### src/rtl/mem_resp_pkg.sv
// Shared types and constants for the mem_responder backing-store model.
// Used by mem_responder and mem_resp_array.
package mem_resp_pkg;

  localparam int DATA_W_DEF  = 16;
  localparam int ADDR_W_DEF  = 5;
  localparam int LATENCY_DEF = 3;

  // Completion counters are fixed at 16 bits and stick at all-ones.
  localparam int          STAT_W   = 16;
  localparam logic [15:0] STAT_MAX = 16'hFFFF;

  typedef enum logic [1:0] {
    IDLE = 2'd0,
    WAIT = 2'd1,
    RESP = 2'd2
  } state_t;

  // Saturating increment for the completion counters.
  function automatic logic [STAT_W-1:0] sat_inc(input logic [STAT_W-1:0] value);
    return (value == STAT_MAX) ? value : value + 16'd1;
  endfunction

endpackage

### src/rtl/mem_resp_array.sv
// DEPTH x DATA_W word store with one write port and one registered read port.
// Every word and the read register clear on reset, so the store is built
// from flops rather than a RAM macro. A single commit strobe either writes
// the word (and echoes it on rdata) or registers the addressed word onto rdata.
module mem_resp_array
  import mem_resp_pkg::*;
#(
  parameter int DATA_W = DATA_W_DEF,
  parameter int ADDR_W = ADDR_W_DEF
) (
  input  logic              clock,
  input  logic              resetn,
  input  logic              commit,
  input  logic              we,
  input  logic [ADDR_W-1:0] addr,
  input  logic [DATA_W-1:0] wdata,
  output logic [DATA_W-1:0] rdata
);

  localparam int DEPTH = 2 ** ADDR_W;

  logic [DATA_W-1:0] mem_reg [DEPTH];
  logic [DATA_W-1:0] rdata_reg;

  // One flop row per word; a row loads only when a committed write targets it.
  for (genvar gi = 0; gi < DEPTH; gi++) begin : g_word
    always_ff @(posedge clock or negedge resetn) begin
      if (!resetn) begin
        mem_reg[gi] <= '0;
      end else if (commit && we && (addr == ADDR_W'(gi))) begin
        mem_reg[gi] <= wdata;
      end
    end
  end

  // Registered read port: a write echoes its own data, a read returns the word.
  always_ff @(posedge clock or negedge resetn) begin
    if (!resetn) begin
      rdata_reg <= '0;
    end else if (commit) begin
      rdata_reg <= we ? wdata : mem_reg[addr];
    end
  end

  assign rdata = rdata_reg;

endmodule

### src/rtl/mem_responder.sv
// Slow main-memory responder: accepts one request at a time from IDLE,
// waits LATENCY cycles, commits to the word store, then pulses ack for one
// cycle. Optional completion counters are built only when the macro
// MEM_RESP_STATS_EN is defined; otherwise rd_count/wr_count read as zero.
module mem_responder
  import mem_resp_pkg::*;
#(
  parameter int DATA_W  = DATA_W_DEF,
  parameter int ADDR_W  = ADDR_W_DEF,
  parameter int LATENCY = LATENCY_DEF
) (
  input  logic              clock,
  input  logic              resetn,
  input  logic              req,
  input  logic              we,
  input  logic [ADDR_W-1:0] addr,
  input  logic [DATA_W-1:0] wdata,
  output logic              ack,
  output logic [DATA_W-1:0] rdata,
  output logic              busy,
  output logic [15:0]       rd_count,
  output logic [15:0]       wr_count
);

  // Wide enough to hold LATENCY-1; reloaded at every acceptance so it never wraps.
  localparam int CNT_W = $clog2(LATENCY + 1);

  state_t             state_reg, state_next;
  logic [CNT_W-1:0]   cnt_reg, cnt_next;
  logic               we_reg;
  logic [ADDR_W-1:0]  addr_reg;
  logic [DATA_W-1:0]  wdata_reg;
  logic               accept;
  logic               commit;

  assign accept = (state_reg == IDLE) && req;
  assign commit = (state_reg == WAIT) && (cnt_reg == '0);

  // State and latency counter registers.
  always_ff @(posedge clock or negedge resetn) begin
    if (!resetn) begin
      state_reg <= IDLE;
      cnt_reg   <= '0;
    end else begin
      state_reg <= state_next;
      cnt_reg   <= cnt_next;
    end
  end

  // Next-state and counter logic: IDLE -> WAIT -> RESP -> IDLE.
  always_comb begin
    state_next = state_reg;
    cnt_next   = cnt_reg;
    case (state_reg)
      IDLE: begin
        if (req) begin
          state_next = WAIT;
          cnt_next   = CNT_W'(LATENCY - 1);
        end
      end
      WAIT: begin
        if (cnt_reg == '0) begin
          state_next = RESP;
        end else begin
          cnt_next = cnt_reg - 1'b1;
        end
      end
      RESP: begin
        state_next = IDLE;
      end
      default: begin
        state_next = IDLE;
      end
    endcase
  end

  // Request capture: inputs are frozen at acceptance and ignored while busy.
  always_ff @(posedge clock or negedge resetn) begin
    if (!resetn) begin
      we_reg    <= 1'b0;
      addr_reg  <= '0;
      wdata_reg <= '0;
    end else if (accept) begin
      we_reg    <= we;
      addr_reg  <= addr;
      wdata_reg <= wdata;
    end
  end

  mem_resp_array #(
    .DATA_W (DATA_W),
    .ADDR_W (ADDR_W)
  ) u_array (
    .clock  (clock),
    .resetn (resetn),
    .commit (commit),
    .we     (we_reg),
    .addr   (addr_reg),
    .wdata  (wdata_reg),
    .rdata  (rdata)
  );

  // Decoded from the state so that reset removes both immediately.
  assign ack  = (state_reg == RESP);
  assign busy = (state_reg != IDLE);

`ifdef MEM_RESP_STATS_EN
  logic [STAT_W-1:0] rd_count_reg;
  logic [STAT_W-1:0] wr_count_reg;

  // Count completions on the ack cycle, split by the captured direction.
  always_ff @(posedge clock or negedge resetn) begin
    if (!resetn) begin
      rd_count_reg <= '0;
      wr_count_reg <= '0;
    end else if (ack) begin
      if (we_reg) begin
        wr_count_reg <= sat_inc(wr_count_reg);
      end else begin
        rd_count_reg <= sat_inc(rd_count_reg);
      end
    end
  end

  assign rd_count = rd_count_reg;
  assign wr_count = wr_count_reg;
`else
  assign rd_count = '0;
  assign wr_count = '0;
`endif

endmodule

### config.mk
export PLATFORM = sky130hd
export DESIGN_NAME = mem_responder
export DESIGN_NICKNAME = d
export VERILOG_FILES = /design/src/rtl/mem_resp_pkg.sv /design/src/rtl/mem_resp_array.sv /design/src/rtl/mem_responder.sv
export SDC_FILE = /design/constraint.sdc
export NUM_CORES = 1
export LEC_CHECK = 0
export CORE_MARGIN = 1.5
export CORE_UTILIZATION = 46
export DETAILED_ROUTE_END_ITERATION = 10
export GPL_TIMING_DRIVEN = 0
export PLACE_DENSITY_LB_ADDON = 0.12
export SLEW_MARGIN = 40
export SYNTH_ARGS = -nofsm -noshare
export SYNTH_HDL_FRONTEND = slang
export SYNTH_SLANG_ARGS = --single-unit
### constraint.sdc
create_clock -name clock -period 7.2 [get_ports clock]
set_clock_uncertainty 0.2 [all_clocks]
set_input_delay 0.72 -clock clock [delete_from_list [all_inputs] [get_ports clock]]
set_output_delay 0.72 -clock clock [all_outputs]
set_load 0.01 [all_outputs]
Word level (Yosys, flattened, before mapping)
Index checks and enable logic that the tools add are counted.

word-level totals
  output and inout bits = 50
  bits in writable memories = 0
  ROM bits = 0
  memories = 0
  latch bits = 0
  bits in registers = 554

cells by class
  multipliers = 0
  shifts and indexed selects = 0
  equality and inequality tests = 36
  div/mod/pow operators = 0
  bitwise gates (word level) = 1
  mux-type cells = 10
  reductions and logical operators = 42
  magnitude comparators = 1
  $add $sub $neg = 1

operators with widths
  kind                   count
  $bmux W16 S5           1
  $eq A5 B5 Y1 const B   16
  $mux W16               3
  $eq A5 B4 Y1 const B   8
  $logic_and A1 B1 Y1    35
  $eq A5 B3 Y1 const B   4
  $eq A5 B2 Y1 const B   2
  $mux W2                4
  $pmux W2 S2            2
  $ge A6 B6 Y1 const B   1
  $not A5 Y6             1
  $eq A5 B1 Y1 const B   1
  $logic_not A5 Y1       1
  $logic_not A2 Y1       2
  $ne A2 B2 Y1 const B   2
  $reduce_bool A2 Y1     2
  $reduce_and A3 Y1      1
  $eq A2 B1 Y1 const B   1
  $eq A2 B2 Y1 const B   1
  $ne A2 B1 Y1 const B   1
  $reduce_and A2 Y1      1
  $sub A2 B1 Y2 const B  1

Depth between registers and ports, before layout
  depth after elaboration = 5
  depth in mapped cells = 10
  depth with buffers taken out = 6

By module
Synthesis repeated with hierarchy kept, for this count alone.

second synthesis, totals
  cells, all modules = 1773
  area, all modules = 25791.0 um^2

by module, submodules not included
  module          area each (um^2)  instances  cells an instance
  mem_resp_array  24476.0           1          1671
  mem_responder   1315.0            1          102

Worst setup path after synthesis
Ideal clock, no wire load.

  path kind = register to register
  start point = register cnt_reg[0]
  end point = register u_array.mem_reg[373] (netlist name)
  clock period less this slack = 2.377 ns
  stages on the path, launching flop included = 10
  arrival time = 2.052 ns
  required time = 6.875 ns
  path slack = 4.823 ns
  library setup time = 0.125 ns
  buffers on the path = 3
  path through = dfrtp_1 > inv_1 > ha_1 > and3b_1 > buf_4 > buf_6 > nand4_4 > nor3_4 > buf_4 > mux2_2

on the way
  longest elaborated chain between the ends = 4

RTL lines
  what                              line                  source
  start: declaration                mem_responder.sv:29   logic [CNT_W-1:0] cnt_reg, cnt_next;
  start signal: assignment          mem_responder.sv:46   cnt_reg <= cnt_next;
  $logic_not A2 Y1                  mem_responder.sv:37   assign commit = (state_reg == WAIT) && (cnt_reg == '0);
  $logic_and A1 B1 Y1               mem_responder.sv:37
  $logic_and A1 B1 Y1 (2 in a row)  mem_resp_array.sv:30  end else if (commit && we && (addr == ADDR_W'(gi))) begin
  end signal: indexed assignment    mem_resp_array.sv:31  mem_reg[gi] <= wdata;
  end: declaration                  mem_resp_array.sv:22  logic [DATA_W-1:0] mem_reg [DEPTH];

Every way passes these cells.
A chain may end at the register's enable or synchronous reset.

Final worst setup path
  start point = register addr_reg[3]
  end point = register u_array.rdata_reg[3], in the netlist u_array.rdata[3]

on the way
  longest elaborated chain between the ends = 5

RTL lines
  what                                         line                  source
  start: declaration                           mem_responder.sv:31   logic [ADDR_W-1:0] addr_reg;
  start signal: assignment                     mem_responder.sv:85   addr_reg <= addr;
  $not A5 Y6 (implied by the code)             mem_resp_array.sv:41  rdata_reg <= we ? wdata : mem_reg[addr];
  $bmux W16 S5                                 mem_resp_array.sv:41
  $mux W16 (implied by the code) (2 in a row)  mem_resp_array.sv:41
  $mux W16                                     mem_resp_array.sv:41
  end signal: assignment                       mem_resp_array.sv:41
  end: declaration                             mem_resp_array.sv:23  logic [DATA_W-1:0] rdata_reg;

Every way passes these cells. The select of a mux whose other input is x is not followed.

==> impl_metrics.yaml <==
finish:
  regArea_sq_mm: 0.0139
  area_growth_syn_to_layout_pct: 14.0
  post-route-util_pct: 53.2
  drive_gt1_share_pct: 44.1
  multi_input_area_sq_mm: 0.0115
  antenna_cells: 0
  fill_cells: 4782
  finalNonFillerCells: 2732
  largest_reg_flops: 512
  final_nets: 1958
  layout_common_cells: "dfrtp_1 (554), mux2_2 (430), mux2i_1 (161)"
  final_cell_area_sq_mm: 0.0301
  final_common_cell: "dfrtp_1"
floorplan:
  start_util_pct: 46.6
  die_x_um: 243
  pin_count: 75
  core-area_sq_mm: 0.0566
  die_y_um: 243
  die_area_sq_mm: 0.0588
  placementRows: 87
route:
  wl_met1_mm: 34.6
  drt_wl_total_mm: 76.9
  drc: 0
  viasPerCell: 5.73
  drt_iter0_markers: 1247
  wl_met2_mm: 35.6
  wl_met3_mm: 4.76
  top_layer: "met5"
  ant_nets: 0
  wire_per_inst_um: 28.2
  first_pass_iters: 5
  vias: 15665
global_route:
  grt_pass1_wl_mm: 115
  grt_overflow_total: 0
  grt_max_degree: 78
  antenna_found_initial: 1
  grt_pass1_vias: 16667
  grt_usage_pct: 26.8
setup_path:
  worst-path-max-fanout: 10
  critPathRequiredTime_ns: 7.51
  cp_top_family: "buffers and inverters"
  r2r_start: "addr_reg[3]$_DFFE_PN0P_"
  path_cells: "buf_2 -> buf_2 -> buf_4 -> nand3b_1 -> o221ai_1 -> nor4_1 -> a211oi_1"
  reg2reg_slack_ns: 3.78
  cpMaxStageDelayCell: "nand3b_1"
  crit_buf_inv: 3
  criticalPathCategory: "reg -> reg"
  cp_slowest_stage_delay_ns: 0.71
  arrival_ns: 3.73
  critPathLaunchType: "flop"
  rr_endpoint: "u_array.rdata[3]$_DFFE_PN0P_"
  r2r_cells: 7
  cp-end-kind: "flop"
  crit_top_cell: "buf_2"
synthesis:
  synth_top_family_by_area: "multiplexers"
  yosys-top-cells-area: "dfrtp_1 (53%), mux2_2 (18%), mux2i_1 (6.1%), mux2_4 (5.7%), mux4_2 (5.5%)"
  ys_seq_elements: 554
  synth_compound_area_share_pct: 2.70
  ys_types: 43
  synth-async-reset-ratio_pct: 100
  synth_largest_area_cell: "dfrtp_1"
  ys_seq_area_share_pct: 52.5
  yosys_warnings: 0
  synth_top_cell_area_share_pct: 52.5
  synth_area_sq_mm: 0.0264
  synthXorXnorAreaFrac_pct: 0
  synth-simple-area-share_pct: 4.53
  yosys.area_share.adder_pct: 0.0474
  synthCells: 1788
  syn_area_per_cell_sq_um: 14.8
  synth_flop_cell: "dfrtp_1"
  synth_mux_area_share_pct: 35.7
  synth_edf_count: 0
cts:
  h-tree-depth: 2
  cts_tree: "done"
  clk_path_buf_depth: 3
  clk_latency_ns: 0.64
  clock_sinks: 554
  clk_pin_slew_ns: 0.06
  cts_buffers: 60
  cts.root.buffer_cell: "clkbuf_16"
  cts.hold.buffers_added: 1
  post_cts_buffers: 0
  cts_resized: 0
place:
  dp.cells: 2625
  pre_cts_slack_ns: 3.88
  dp_hpwl_mm: 53.7
  place_congestion: 0.877
  postPlaceCellArea_sq_mm: 0.0281
  io_buffers: 42
timing:
  tightest_slew_ns: 0.924
  maxSlewViolCount: 0
  finalCriticalPeriod_ns: 3.42
  rsz0062_at_grt: "false"
  min_period_over_period_pct: 47.5
  fmax_mhz: 292
  whs_ns: 0.282
  tns_ns: 0
  worst_slack_ns: 3.78
  setup_viol: 0
  slew_headroom_pct: 38.2
  finalHoldViolCount: 0
hold_path:
  hold_class: "reg -> reg"
  worst_hold_path.num_cells: 1
  hold_end: "u_array.mem_reg[382]$_DFFE_PN0P_"
  min-delay-start: "u_array.mem_reg[382]$_DFFE_PN0P_"
flow_run:
  cap_violations: 0
pwr:
  power_density_mw_per_mm2: 421
  p_leak_nw: 14.6
  ir_drop_mv: 0.210
  total_power_mw: 12.7
run_status:
  outcome: "finished clean"
area by class of cell:
class / instances / share of cell area, %
flip-flops and latches: 554 / 46.1
multi-input cells: 1059 / 38.1
clock buffers: 92 / 5.99
plain buffers: 184 / 3.69
well taps: 756 / 3.14
repair buffers: 51 / 2.18
clock inverters: 14 / 0.544
inverters: 22 / 0.274
worst reg2reg max path: cells and delay by family, from the launching register on:
family | cells | cell delay (ns)
DFF | 1 | 0.39
buffers and inverters | 3 | 0.95
AOI/OAI and AO/OA | 2 | 0.87
and+or+nand+nor | 2 | 0.88
routing by layer:
metal	GRT usage, %	vias to the layer above
met5	0	-
met4	6.99	2
met3	6.31	112
met2	41.5	413
met1	37.8	8386
li1	-	6752
worst max-delay path by stage:
stage / startpoint / end / cells past startpoint
3_5_place_dp: addr_reg[3]$_DFFE_PN0P_ / u_array.rdata[3]$_DFFE_PN0P_ / 7
2_1_floorplan: cnt_reg[0]$_DFFE_PN0P_ / u_array.mem_reg[373]$_DFFE_PN0P_ / 9
3_3_place_gp: resetn / u_array.mem_reg[362]$_DFFE_PN0P_ / 1
5_1_grt: addr_reg[3]$_DFFE_PN0P_ / u_array.rdata[3]$_DFFE_PN0P_ / 7
6_report: addr_reg[3]$_DFFE_PN0P_ / u_array.rdata[3]$_DFFE_PN0P_ / 7
4_1_cts: addr_reg[3]$_DFFE_PN0P_ / u_array.rdata[3]$_DFFE_PN0P_ / 7
kinds of logic after synthesis:
logic type | Yosys count
other | 1
muxes | 758
adders and majority gates | 1
buffers and inverters | 206
AOI/OAI and AO/OA | 102
DFF | 554
and+or+nand+nor | 166
where the power goes:
| part | internal [mW] | leakage, nW | switching, mW |
|---|---|---|---|
| logic | 2.02 | 6.02 | 2.65 |
| registers | 4.19 | 7.61 | 0.712 |
| clock network | 1.82 | 0.961 | 1.28 |
| total | 8.03 | 14.6 | 4.65 |
cell usage after synthesis, types with 2 or more instances:
| master | instances |
|---|---|
| mux2_1 | 3 |
| nor2b_1 | 22 |
| mux2_4 | 100 |
| nand2_1 | 19 |
| buf_6 | 16 |
| nor3_4 | 4 |
| clkbuf_1 | 70 |
| dfrtp_1 | 554 |
| nor4_1 | 32 |
| inv_1 | 22 |
| mux2i_1 | 161 |
| nor2_4 | 2 |
| a22o_1 | 16 |
| buf_1 | 6 |
| a211oi_1 | 16 |
| nand4_4 | 2 |
| buf_4 | 63 |
| o22ai_1 | 33 |
| nand2b_1 | 3 |
| and2_1 | 2 |
| o221ai_1 | 16 |
| nor2_2 | 12 |
| nor2_1 | 21 |
| nand3b_1 | 3 |
| buf_2 | 28 |
| or3b_2 | 3 |
| nand3_4 | 11 |
| mux2_2 | 430 |
| a21oi_1 | 3 |
| nand4_2 | 6 |
| mux4_2 | 64 |
| o21ai_0 | 18 |
| or2_2 | 17 |
No activity file was read; power rests on OpenSTA's default activity.
